## src/rtl/fetch_unit.sv

```systemverilog
// Instruction-fetch stage: owns the PC, issues one memory request per FETCH
// phase and holds the fetched word stable on instr_raw for decode.
module fetch_unit #(
  parameter logic [31:0] RESET_PC  = 32'h0000_0000,
  parameter logic [31:0] NOP_INSTR = 32'h0000_0013
) (
  input  logic        clk,
  input  logic        rst_n,
  input  logic [2:0]  state,
  input  logic        pc_we,
  input  logic        branch_taken,
  input  logic [31:0] branch_target,
  output logic        imem_req,
  output logic [31:0] imem_addr,
  input  logic [31:0] imem_rdata,
  input  logic        imem_ready,
  output logic [31:0] instr_raw,
  output logic [31:0] pc,
  output logic        fetch_done,
  output logic        misaligned
);

  typedef enum logic [1:0] {
    S_IDLE,
    S_WAIT,
    S_DONE
  } fetch_state_t;

  localparam logic [2:0] PHASE_FETCH = 3'd0;

  fetch_state_t fsm_q;
  logic         imem_req_q;
  logic [31:0]  imem_addr_q;
  logic [31:0]  instr_raw_q;
  logic [31:0]  pc_q;
  logic [31:0]  pc_d;
  logic         fetch_done_q;
  logic         misaligned_q;
  logic         misaligned_d;

  // PC commit is independent of the fetch FSM so it may land mid-fetch.
  always_comb begin
    pc_d         = pc_q;
    misaligned_d = misaligned_q;
    if (pc_we) begin
      if (branch_taken) begin
        pc_d = {branch_target[31:2], 2'b00};
        if (branch_target[1:0] != 2'b00) begin
          misaligned_d = 1'b1;
        end
      end else begin
        pc_d = pc_q + 32'd4;
      end
    end
  end

  always_ff @(posedge clk or negedge rst_n) begin
    if (!rst_n) begin
      fsm_q        <= S_IDLE;
      imem_req_q   <= 1'b0;
      imem_addr_q  <= 32'h0000_0000;
      instr_raw_q  <= NOP_INSTR;
      pc_q         <= RESET_PC;
      fetch_done_q <= 1'b0;
      misaligned_q <= 1'b0;
    end else begin
      fetch_done_q <= 1'b0;
      pc_q         <= pc_d;
      misaligned_q <= misaligned_d;
      case (fsm_q)
        S_IDLE: begin
          if (state == PHASE_FETCH) begin
            imem_req_q  <= 1'b1;
            imem_addr_q <= pc_q;
            fsm_q       <= S_WAIT;
          end
        end
        S_WAIT: begin
          if (imem_ready) begin
            instr_raw_q  <= imem_rdata;
            fetch_done_q <= 1'b1;
            imem_req_q   <= 1'b0;
            fsm_q        <= S_DONE;
          end
        end
        // Only leaving FETCH re-arms the fetcher, so one request per phase.
        S_DONE: begin
          if (state != PHASE_FETCH) begin
            fsm_q <= S_IDLE;
          end
        end
        default: begin
          fsm_q      <= S_IDLE;
          imem_req_q <= 1'b0;
        end
      endcase
    end
  end

  assign imem_req   = imem_req_q;
  assign imem_addr  = imem_addr_q;
  assign instr_raw  = instr_raw_q;
  assign pc         = pc_q;
  assign fetch_done = fetch_done_q;
  assign misaligned = misaligned_q;

endmodule

```

## config.mk

```make
export PLATFORM = sky130hd
export DESIGN_NAME = fetch_unit
export DESIGN_NICKNAME = d
export VERILOG_FILES = /design/src/rtl/fetch_unit.sv
export SDC_FILE = /design/constraint.sdc
export NUM_CORES = 1
export LEC_CHECK = 0
export BUFFER_PORTS_ARGS = -buffer_cell sky130_fd_sc_hd__buf_2
export CORE_ASPECT_RATIO = 0.7
export CORE_UTILIZATION = 37
export CTS_CLUSTER_DIAMETER = 100
export CTS_CLUSTER_SIZE = 40
export DETAILED_ROUTE_END_ITERATION = 10
export SLEW_MARGIN = 15
export SYNTH_ARGS = -nofsm -noshare
export SYNTH_HDL_FRONTEND = slang
export SYNTH_SLANG_ARGS = --single-unit
```

## constraint.sdc

```tcl
create_clock -name clk -period 4.2 [get_ports clk]
set_input_delay 0.21 -clock clk [delete_from_list [all_inputs] [get_ports clk]]
set_output_delay 0.21 -clock clk [all_outputs]
set_load 0.05 [all_outputs]
```

==> flow_summary_export.csv <==
group,metric,value,unit
status,status,"completed",
yosys,yosysMostFrequentCell,"nand2_1",
timing,min_period,2.34,ns
pwr,power.share.sequential,36.5,%
timing,finClkSkew,0.00526,ns
pwr,fin_total_pwr,3730,µW
die,initial_core_util,38.1,%
pwr,pwr-share-comb,41.5,%
worst_setup_path,crit_arrival,2.57,ns
clock_tree,clock_latency,0.34,ns
yosys,synthTopCellsByArea,"dfrtp_1, nand2_1, mux2_2, a21oi_1, a22o_1",
placement,placement.io_buffers,166,
detailed_routing,dr.pass1.iters,5,
pwr,switchingPower,1720,µW
yosys,yosys-top-cells-count,"nand2_1, dfrtp_1, mux2_2",
placement,dpl_cell_area,5410,µm²
layout,area_growth,27.7,%
pwr,clock_power_share,22.0,%
grt,grt_max_degree,58,
placement,gp_congestion,0.805,
yosys,synthCells,454,
min_path,whs_path_depth,3,
timing,fin_tns_setup,0,ns
worst_setup_path,reg2reg_slack,1.86,ns
yosys,synth-main-ff-cell,"dfrtp_1",
die,die_area,12500,µm²
timing,report.final.slew_viol_count,0,
worst_setup_path,r2r_cells,3,
worst_setup_path,end_kind,"flop",
detailed_routing,routedWlPerCell,15.9,µm
worst_setup_path,rr_startpoint,"fsm_q[0]",
worst_setup_path,slowest_delay,0.73,ns
yosys,ys_seq_area_share,54.3,%
yosys,yosysUniqueCellTypes,50,
die,core_region_area,11700,µm²
job,cap_viol_max_count,0,
clock_tree,path_clk_slew,0.07,ns
worst_setup_path,path_cells,"or4_1 -> nor2_4 -> mux2_2",
timing,setup_viol,0,
die,io_pins,171,
timing,hold_violations,0,
layout,fillCellCount,1124,
worst_setup_path,slowest_stage,"nor2_4",
detailed_routing,remaining_drc_errors,0,
placement,dp_hpwl,8740,µm
pwr,peakVddDrop,0.000299,V
worst_setup_path,start_kind,"flop",
timing,fmax,427,MHz
pwr,p_per_area,653,nW/µm²
clock_tree,cts_tree,"yes",
worst_setup_path,crit_required,4.42,ns
yosys,yosys.area.top_type,"dfrtp_1",
die,die_w,133,µm
die,row_count,33,
placement,dp.cells,754,
yosys,synth_top_area_share,52.6,%
detailed_routing,drtIter0Drc,222,
layout,insertedDiodeCount,0,
clock_tree,clock-root-buffer,"clkbuf_16",
die,die_height,94.0,µm
worst_setup_path,critical_path_class,"flop to flop",
timing,rsz0062_at_grt,"no",
worst_setup_path,cp_max_fo,31,
min_path,hp-class,"input port to flop",
min_path,holdPathEnd,"instr_raw[0]",
layout,drive_gt1_share,36.3,%
yosys,ys_seq_elements,97,
timing,worst_pin_slew,1.01,ns
yosys,async_reset_ff_share,100,%
pwr,leakage,0.00281,µW
timing,slew-limit-headroom,32.1,%
yosys,synth_edf_count,0,
detailed_routing,ant_nets,0,
layout,fin_area,5710,µm²
clock_tree,cts.sinks,97,
timing,fin_crit_sh,55.8,%
yosys,yosys_warnings,0,
detailed_routing,viasPerCell,5.16,
detailed_routing,wirelength,12300,µm
clock_tree,cts-resized-gates,0,
grt,antenna_found_initial,0,
clock_tree,numCtsBuffers,9,
layout,nets,682,
yosys,synth_area,4470,µm²
grt,track_usage,19.8,%
pwr,swShare,46.2,%
min_path,hold_start,"imem_rdata[0]",
clock_tree,h-tree-depth,3,
pwr,intPower,2010,µW
layout,fin_util,48.7,%
layout,layout.cells.non_filler,771,
yosys,avgSynthCellArea,9.85,µm²
grt,overflow,0,
clock_tree,cts_max_path_buffers,2,
detailed_routing,route.vias.total,3981,
grt,grt_pass1_wl,19100,µm
worst_setup_path,rr_endpoint,"imem_addr[9]",
grt,grt_pass1_vias,3653,
power groups by stage:
stage	Combinational (µW)	Clock [µW]	Sequential, µW
global placement	1540	0	1360
global route	1630	889	1400
CTS	1560	845	1360
finish	1550	820	1360
detailed placement	1560	0	1380
floorplan	307	0	2220
state kept, by name, summed over array words and instances, names as in the netlist:
signal,cells
instr_raw,32
imem_addr,30
pc,30
fsm_q,2
fetch_done,1
imem_req,1
misaligned,1
layer usage:
| layer | track usage, % | vias up | share of wire (%) |
|---|---|---|---|
| li1 | - | 1893 | - |
| met1 | 28.6 | 1938 | 48 |
| met2 | 29.4 | 143 | 46 |
| met3 | 5.07 | 7 | 5.6 |
| met4 | 5.02 | 0 | 0.66 |
| met5 | 0 | - | 0 |
how the worst max path moves through the flow:
stage / depth (start not counted) / endpoint / from / slack [ns]
floorplan: 6 / pc[30] / pc[2] / 1.97
global placement: 3 / imem_addr[7] / fsm_q[0] / 1.93
detailed placement: 3 / imem_addr[9] / fsm_q[0] / 1.83
CTS: 3 / imem_addr[9] / fsm_q[0] / 1.81
global route: 3 / imem_addr[15] / fsm_q[0] / 1.74
finish: 3 / imem_addr[9] / fsm_q[0] / 1.86
stage by stage:
step	hold slack, ns	setup WS, ns
2_1_floorplan	-0.0856	1.97
3_3_place_gp	0.292	1.93
3_5_place_dp	0.302	1.83
4_1_cts	0.0392	1.81
5_1_grt	0.0394	1.74
6_report	0.0466	1.86
cell families after synthesis:
| kind of cell | count (synthesis) | share of synthesized area [%] |
|---|---|---|
| simple gates | 205 | 21.4 |
| flops | 97 | 54.3 |
| compound gates | 80 | 11.7 |
| buf+inv | 35 | 3.52 |
| mux | 35 | 8.67 |
| fa+ha+maj | 1 | 0.280 |
| other cells | 1 | 0.0838 |
worst max-delay path, delay by kind of cell (launching register included):
| kind | cells | cell delay (ns) |
|---|---|---|
| AND/OR/NAND/NOR | 2 | 1.36 |
| multiplexers | 1 | 0.42 |
| flip-flops | 1 | 0.41 |
layout make-up:
type                       instances  area, µm²  share of cell area [%]
tap                              157        196                    3.44
timing repair buffer             169        858                    15.0
clock buffer                       9        225                    3.94
inverter                           7       26.3                   0.460
clock inverter                     7       71.3                    1.25
sequential                        97       2430                    42.6
multi-input combinational        325       1900                    33.3
cell usage in the layout (no fill, tap or decap), types with 4 or more instances in the layout:
master / instances
a21oi_1: 25
a22o_1: 10
and3_1: 5
and4_1: 4
buf_2: 165
clkbuf_16: 9
conb_1: 4
dfrtp_1: 94
inv_1: 7
mux2_2: 27
mux2i_1: 5
nand2_1: 120
nand3_1: 14
nand4_1: 7
nor2_1: 19
nor2b_1: 7
nor3_1: 11
nor4_1: 4
o21ai_0: 14
o22ai_1: 7
repair_timing:
item / 4_1_cts / 5_1_grt
endpoints found under the hold margin: 49 / 0
buffers inserted: 0 / 0
hold buffers: 1 / 0
Power figures use the tool's default switching activity.
